==> config.mk <==
export PLATFORM = sky130hd
export DESIGN_NAME = cpu_fetch_queue
export DESIGN_NICKNAME = d
export VERILOG_FILES = /design/src/rtl/cpu_pkg.sv /design/src/rtl/fetch_fifo.sv /design/src/rtl/cpu_fetch_queue.sv
export SDC_FILE = /design/constraint.sdc
export NUM_CORES = 1
export LEC_CHECK = 0
export BUFFER_PORTS_ARGS = -buffer_cell sky130_fd_sc_hd__buf_2
export CORE_MARGIN = 4
export CORE_UTILIZATION = 41
export DETAILED_ROUTE_END_ITERATION = 10
export RECOVER_POWER = 100
export SLEW_MARGIN = 20
export SYNTH_ARGS = -nofsm -noshare
export SYNTH_HDL_FRONTEND = slang
export SYNTH_SLANG_ARGS = --single-unit
==> constraint.sdc <==
create_clock -name clk -period 2.9 [get_ports clk]
set_clock_uncertainty 0.2 [all_clocks]
set_input_delay 0 -clock clk [delete_from_list [all_inputs] [get_ports clk]]
set_output_delay 0 -clock clk [all_outputs]
set_load 0.005 [all_outputs]
==> src/rtl/cpu_pkg.sv <==
// ============================================================================
// cpu_pkg
// Shared widths, reset PC, fetch FSM states and the fetch-entry record.
// Revision: 1.0
// ============================================================================
`default_nettype none

package cpu_pkg;

  localparam int WIDTH  = 32;
  localparam int ADDR_W = 5;
  localparam logic [ADDR_W-1:0] RESET_PC = '0;

  typedef enum logic [0:0] {
    RUN   = 1'b0,
    FLUSH = 1'b1
  } fetch_state_t;

  typedef struct packed {
    logic [WIDTH-1:0]  instr;
    logic [ADDR_W-1:0] pc;
  } fetch_entry_t;

endpackage

`default_nettype wire

==> src/rtl/fetch_fifo.sv <==
// ============================================================================
// fetch_fifo
// DEPTH-entry FIFO of fetch entries with synchronous clear; head is registered.
// Revision: 1.0
// ============================================================================
`default_nettype none

module fetch_fifo
  import cpu_pkg::*;
#(
  parameter int DEPTH = 4
) (
  input  logic                       clk,
  input  logic                       rst_n,
  input  logic                       push,
  input  fetch_entry_t               push_data,
  input  logic                       pop,
  input  logic                       clear,
  output logic [$clog2(DEPTH+1)-1:0] count,
  output fetch_entry_t               head
);

  localparam int PTR_W = (DEPTH > 1) ? $clog2(DEPTH) : 1;
  localparam int CNT_W = $clog2(DEPTH + 1);

  fetch_entry_t     mem_q [DEPTH];
  fetch_entry_t     mem_d [DEPTH];
  logic [PTR_W-1:0] rd_ptr_q, rd_ptr_d;
  logic [PTR_W-1:0] wr_ptr_q, wr_ptr_d;
  logic [CNT_W-1:0] count_q, count_d;
  logic             do_push;
  logic             do_pop;

  function automatic logic [PTR_W-1:0] ptr_inc(input logic [PTR_W-1:0] p);
    return (p == PTR_W'(DEPTH - 1)) ? '0 : p + PTR_W'(1);
  endfunction

  always_comb begin
    do_pop   = pop && (count_q != '0);
    // Push into a full FIFO is only legal when the head leaves in the same cycle
    do_push  = push && ((count_q != CNT_W'(DEPTH)) || do_pop);
    mem_d    = mem_q;
    rd_ptr_d = rd_ptr_q;
    wr_ptr_d = wr_ptr_q;
    count_d  = count_q;
    if (clear) begin
      rd_ptr_d = '0;
      wr_ptr_d = '0;
      count_d  = '0;
    end else begin
      if (do_push) begin
        mem_d[wr_ptr_q] = push_data;
        wr_ptr_d        = ptr_inc(wr_ptr_q);
      end
      if (do_pop) begin
        rd_ptr_d = ptr_inc(rd_ptr_q);
      end
      case ({do_push, do_pop})
        2'b10:   count_d = count_q + CNT_W'(1);
        2'b01:   count_d = count_q - CNT_W'(1);
        default: count_d = count_q;
      endcase
    end
  end

  always_ff @(posedge clk or negedge rst_n) begin
    if (!rst_n) begin
      for (int i = 0; i < DEPTH; i++) begin
        mem_q[i] <= '0;
      end
      rd_ptr_q <= '0;
      wr_ptr_q <= '0;
      count_q  <= '0;
    end else begin
      mem_q    <= mem_d;
      rd_ptr_q <= rd_ptr_d;
      wr_ptr_q <= wr_ptr_d;
      count_q  <= count_d;
    end
  end

  assign count = count_q;
  assign head  = mem_q[rd_ptr_q];

endmodule

`default_nettype wire

==> src/rtl/cpu_fetch_queue.sv <==
// ============================================================================
// cpu_fetch_queue
// Instruction fetch stage: issues imem reads, buffers responses, drops stale ones.
// Revision: 1.0
// ============================================================================
`default_nettype none

module cpu_fetch_queue
  import cpu_pkg::*;
#(
  parameter int DEPTH   = 4,
  parameter int MAX_OUT = 2
) (
  input  logic              clk,
  input  logic              rst,
  output logic              imem_req,
  output logic [ADDR_W-1:0] imem_addr,
  input  logic              imem_ready,
  input  logic              imem_rvalid,
  input  logic [WIDTH-1:0]  imem_rdata,
  input  logic              redirect,
  input  logic [ADDR_W-1:0] redirect_pc,
  output logic              dec_valid,
  output logic [WIDTH-1:0]  dec_instr,
  output logic [ADDR_W-1:0] dec_pc,
  input  logic              dec_ready
);

  localparam int OUT_W = $clog2(MAX_OUT + 1);
  localparam int CNT_W = $clog2(DEPTH + 1);
  localparam int SUM_W = ((OUT_W > CNT_W) ? OUT_W : CNT_W) + 1;

  fetch_state_t      state_q, state_d;
  logic [ADDR_W-1:0] fetch_pc_q, fetch_pc_d;
  logic [ADDR_W-1:0] resp_pc_q, resp_pc_d;
  logic [OUT_W-1:0]  outstanding_q, outstanding_d;
  logic [OUT_W-1:0]  drop_cnt_q, drop_cnt_d;
  logic [OUT_W-1:0]  live_out;
  logic [OUT_W-1:0]  stale_cnt;
  logic [CNT_W-1:0]  fifo_count;
  fetch_entry_t      fifo_head;
  fetch_entry_t      push_entry;
  logic              accept;
  logic              rsp_ok;
  logic              discard;
  logic              push;
  logic              pop;

  // Slots already claimed by live in-flight reads count against FIFO space
  assign live_out  = outstanding_q - drop_cnt_q;
  assign imem_req  = rst && !redirect
                  && (outstanding_q < OUT_W'(MAX_OUT))
                  && ((SUM_W'(fifo_count) + SUM_W'(live_out)) < SUM_W'(DEPTH));
  assign imem_addr = fetch_pc_q;

  assign push_entry = '{instr: imem_rdata, pc: resp_pc_q};
  assign pop        = dec_valid && dec_ready && !redirect;

  always_comb begin
    accept        = imem_req && imem_ready;
    rsp_ok        = imem_rvalid && (outstanding_q != '0);
    stale_cnt     = outstanding_q - (rsp_ok ? OUT_W'(1) : OUT_W'(0));
    fetch_pc_d    = fetch_pc_q;
    resp_pc_d     = resp_pc_q;
    drop_cnt_d    = drop_cnt_q;
    outstanding_d = outstanding_q;
    push          = 1'b0;
    if (accept && !rsp_ok) begin
      outstanding_d = outstanding_q + OUT_W'(1);
    end else if (!accept && rsp_ok) begin
      outstanding_d = outstanding_q - OUT_W'(1);
    end
    // A response landing in the redirect cycle is stale and already excluded from stale_cnt
    if (redirect) begin
      fetch_pc_d = redirect_pc;
      resp_pc_d  = redirect_pc;
      drop_cnt_d = stale_cnt;
    end else begin
      if (accept) begin
        fetch_pc_d = fetch_pc_q + ADDR_W'(1);
      end
      if (rsp_ok) begin
        if (discard) begin
          drop_cnt_d = drop_cnt_q - OUT_W'(1);
        end else begin
          push      = 1'b1;
          resp_pc_d = resp_pc_q + ADDR_W'(1);
        end
      end
    end
  end

  always_ff @(posedge clk or negedge rst) begin
    if (!rst) begin
      state_q <= RUN;
    end else begin
      state_q <= state_d;
    end
  end

  always_comb begin
    state_d = state_q;
    case (state_q)
      RUN:     if (redirect && (stale_cnt != '0)) state_d = FLUSH;
      FLUSH:   if (drop_cnt_d == '0) state_d = RUN;
      default: state_d = RUN;
    endcase
  end

  always_comb begin
    discard = (state_q == FLUSH) && (drop_cnt_q != '0);
  end

  always_ff @(posedge clk or negedge rst) begin
    if (!rst) begin
      fetch_pc_q    <= RESET_PC;
      resp_pc_q     <= RESET_PC;
      outstanding_q <= '0;
      drop_cnt_q    <= '0;
    end else begin
      fetch_pc_q    <= fetch_pc_d;
      resp_pc_q     <= resp_pc_d;
      outstanding_q <= outstanding_d;
      drop_cnt_q    <= drop_cnt_d;
    end
  end

  fetch_fifo #(
    .DEPTH (DEPTH)
  ) u_fifo (
    .clk       (clk),
    .rst_n     (rst),
    .push      (push),
    .push_data (push_entry),
    .pop       (pop),
    .clear     (redirect),
    .count     (fifo_count),
    .head      (fifo_head)
  );

  assign dec_valid = (fifo_count != '0);
  assign dec_instr = fifo_head.instr;
  assign dec_pc    = fifo_head.pc;

endmodule

`default_nettype wire

==> impl_table.tex <==
\begin{tabular}{lr}
\hline
Metric & Value \\
\hline
\multicolumn{2}{l}{\textbf{Power and ir drop}} \\
Areal power density over the cells & 949 mW/mm² \\
Peak VDD IR & 0.000428 V \\
Leak pwr & 4.49 nW \\
\multicolumn{2}{l}{\textbf{Clocking}} \\
Maximum level of the CTS H-tree & 4 \\
Clock insertion delay at the later pin of the skew report & 0.42 ns \\
Number of clock buffers inserted by TritonCTS & 17 \\
Cell at the root of the clock tree & clkbuf\_16 \\
CTS max path bufs & 2 \\
Clock slew seen by the registers of the worst setup and hold paths & 0.07 ns \\
\# clock sinks & 170 \\
CTS tree & yes \\
\multicolumn{2}{l}{\textbf{Synth}} \\
Ranking of synthesized cells by area & dfrtp\_1 53\%, mux2\_2 13\%, mux2\_4 10\%, mux4\_2 10\%, ha\_1 1.9\% \\
Part of the Yosys area used for sequential elements & 0.526 \\
Synthesized netlist net count & 563 \\
Number of instances in the synthesized netlist & 507 \\
Mean instance size in the synthesized netlist & 16.0 µm² \\
Cell area after synthesis & 0.00809 mm² \\
Flops \& latches, synth & 170 \\
Area share of the leading cell type in the synthesized netlist & 0.526 \\
Unique masters post-synth & 48 \\
Cell taking the most area after synthesis & dfrtp\_1 \\
Post-synth ARST share & 1.00 \\
Number of enable flip-flop cells after synthesis & 0 \\
Count of warnings emitted by yosys & 0 \\
Dominant register cell in the synthesized netlist & dfrtp\_1 \\
\multicolumn{2}{l}{\textbf{Global routing}} \\
Global Route Usage Sum & 0.161 \\
Met3 global-route usage & 0.0320 \\
Busiest metal layer after global routing & met2 \\
Maximum number of pins on one net before global-route repair & 158 \\
Fraction of met1 tracks used by global routing & 0.210 \\
Wire length of the first global-routing pass & 27800 µm \\
Met2 Track Usage GR & 0.276 \\
Antenna violations before repair & 0 \\
Residual overflow from global routing & 0 \\
Number of global-route vias before repair & 5249 \\
\multicolumn{2}{l}{\textbf{Setup path}} \\
Reg-to-reg setup timing slack & 0.14 ns \\
Buffers and inverters on the worst path & 0 \\
Req. time, crit path & 3.05 ns \\
Crit Path Class & reg -> reg \\
Top delay family on crit path & simple AND/OR/NAND/NOR gates \\
Delay contributed by the slowest stage of the critical path & 0.48 ns \\
Startpoint kind of the worst setup timing path & flop \\
Path depth of the worst reg2reg path & 7 \\
Slowest library cell on the worst path & dfrtp\_1 \\
RR Startpoint & u\_fifo.count[0] \\
Critical path endpoint category & flop \\
R2R Path End & u\_fifo.count[2] \\
Library cell appearing most often on the critical path & or3\_1 \\
Top fanout value on the critical path & 8 \\
Arrival @ worst endpoint & 2.90 ns \\
Cells along the critical path & or3\_1 -> and3\_1 -> and2b\_1 -> fa\_1 -> or3\_1 -> a21o\_1 -> a31oi\_1 \\
\multicolumn{2}{l}{\textbf{Final layout}} \\
Relative area change from synthesis to final layout & 19.2\% \\
Final instance count without filler cells & 918 \\
Total inserted antenna cells & 0 \\
Final layout net count & 697 \\
Layout cells sized above 1 & 0.391 \\
Fraction of the core area covered by cells at the end of the flow & 0.496 \\
FILL cells & 1669 \\
Final standard cell area without fillers & 0.00965 mm² \\
\multicolumn{2}{l}{\textbf{Place}} \\
Placer's final routability congestion estimate & 0.781 \\
Cell area after placement & 0.00886 mm² \\
Placed cell count & 844 \\
Buffers added on ports & 86 \\
Detailed placement HPWL & 10600 µm \\
\multicolumn{2}{l}{\textbf{Drt}} \\
Number of vias per cell & 5.11 \\
Total via count after detailed routing & 4691 \\
Initial detailed-routing violation count & 174 \\
Residual antenna-violating net count after detailed routing & 0 \\
Routed Wire Length & 16500 µm \\
DR WL/cell & 17.9 µm \\
DRT Pass-1 Iters & 4 \\
Detailed-route DRC error count & 0 \\
\multicolumn{2}{l}{\textbf{Die}} \\
Chip Height & 148 µm \\
Number of rows in the core area & 51 \\
Core Box Area & 0.0195 mm² \\
Die Width & 148 µm \\
Number of primary I/O pins & 87 \\
DIE AREA & 0.0221 mm² \\
Starting density of the core & 0.416 \\
\multicolumn{2}{l}{\textbf{STA}} \\
Hold violation total from the final report & 0 \\
Setup\_tns & 0 ns \\
RSZ-0062 raised after global routing & no \\
Final Cycle Share & 0.950 \\
Slew margin rel. & -0.295 \\
Post-layout min period & 2.76 ns \\
Slew at the pin with the worst max-slew slack & 1.94 ns \\
Number of max-slew violations in the final report & 158 \\
Max Clock Freq & 0.363 GHz \\
Min Hold Slack & 0.165 ns \\
Final setup violating endpoints & 0 \\
\multicolumn{2}{l}{\textbf{Hold path}} \\
Number of cells on the worst hold path & 4 \\
Endpoint of the worst hold-timing path & resp\_pc\_q[1] \\
Type of the worst min-delay path & in -> reg \\
Start point of the worst min-delay path & redirect\_pc[1] \\
\multicolumn{2}{l}{\textbf{Run status}} \\
Outcome & complete, but fails checks \\
Violated checks & capacitance limit, slew limit \\
\multicolumn{2}{l}{\textbf{Job}} \\
Number of maximum-capacitance constraint violations & 1 \\
\hline
\end{tabular}
[layout by cell type (no fill, tap or decap), types with 3 or more instances in the layout]
master / instances
a21oi_1: 5
buf_2: 55
buf_4: 5
buf_6: 5
bufinv_16: 4
clkbuf_1: 28
clkbuf_16: 17
clkbuf_2: 3
clkbuf_4: 4
clkinvlp_4: 4
dfrtp_1: 168
dlygate4sd3_1: 43
ha_1: 12
inv_1: 10
inv_6: 4
mux2_1: 47
mux2_2: 94
mux2_4: 9
mux2i_1: 7
mux4_2: 37
nand2_1: 7
nand2_4: 4
nand2b_1: 3
nand3_1: 4
nor2_1: 8
nor3_1: 4
o21ai_0: 6
xnor2_1: 7
xor2_1: 8
[power by group]
group / internal (W) / switching, W / total [W]
registers: 0.00322 / 0.000570 / 0.00379
logic: 0.00176 / 0.00119 / 0.00294
clock network: 0.00147 / 0.000947 / 0.00242
[worst register-to-register path, delay by kind of cell, from the launching register on]
kind | cells | cell delay [ns]
DFF | 1 | 0.48
adders and majority gates | 1 | 0.44
and+or+nand+nor | 4 | 1.23
AOI/OAI and AO/OA | 2 | 0.32
[routing by layer]
| metal | up-vias | part of all wire |
|---|---|---|
| met5 | - | 0 |
| met4 | 0 | 0.011 |
| met3 | 14 | 0.032 |
| met2 | 76 | 0.51 |
| met1 | 2458 | 0.45 |
| li1 | 2143 | - |
[sequential cells by signal, summed over array words and instances, names as in the netlist]
name / cells
u_fifo.count: 3
u_fifo.mem_q: 148
outstanding_q: 2
imem_addr: 5
state_q: 1
resp_pc_q: 5
u_fifo.wr_ptr_q: 2
u_fifo.rd_ptr_q: 2
drop_cnt_q: 2
[cells in the mapped netlist, types with 8 or more instances]
library cell  count
buf_6            12
clkbuf_1         11
dfrtp_1         170
ha_1             12
inv_1            10
mux2_2           94
mux2_4           56
mux4_2           37
nor2_1            8
xor2_1            8
[final cells by class]
type / instances / area, µm² / area share
Timing Repair Buffer: 144 / 970 / 0.101
Clock inverter: 13 / 190 / 0.0197
Sequential cell: 170 / 4260 / 0.441
Multi-Input combinational cell: 297 / 3420 / 0.354
Clock buffer: 18 / 439 / 0.0455
Inverter: 11 / 43.8 / 0.00454
Tap cell: 265 / 332 / 0.0344
[timing repair]
item	in CTS	in global routing
gates resized for setup	0	1
endpoints found under the hold margin	319	0
setup buffers	0	0
setup endpoints to repair	0	1
hold buffers	43	0
[how the worst max path moves through the flow]
stage,depth (start not counted),from,endpoint
after floorplan,10,drop_cnt_q[0],u_fifo.count[2]
after global placement,11,outstanding_q[0],outstanding_q[1]
after detailed placement,9,drop_cnt_q[0],u_fifo.count[2]
after CTS,9,drop_cnt_q[0],u_fifo.count[2]
after global routing,3,u_fifo.rd_ptr_q[0],dec_instr[14]
final,7,u_fifo.count[0],u_fifo.count[2]
[logic make-up after synthesis]
family	Yosys count	synth area share
AOI/OAI and AO/OA	27	0.0230
muxes	194	0.346
and+or+nand+nor	48	0.0371
DFF	170	0.526
buffers and inverters	40	0.0306
adders and majority gates	13	0.0210
xor gates and xnor gates	15	0.0162
[stage by stage]
step                setup WS, ns  total power [W]
global route              0.0248          0.00977
finish                     0.144          0.00915
floorplan                 -0.146          0.00603
global placement           0.279          0.00697
detailed placement         0.227          0.00713
CTS                        0.214          0.00964
Power figures use the tool's default switching activity.
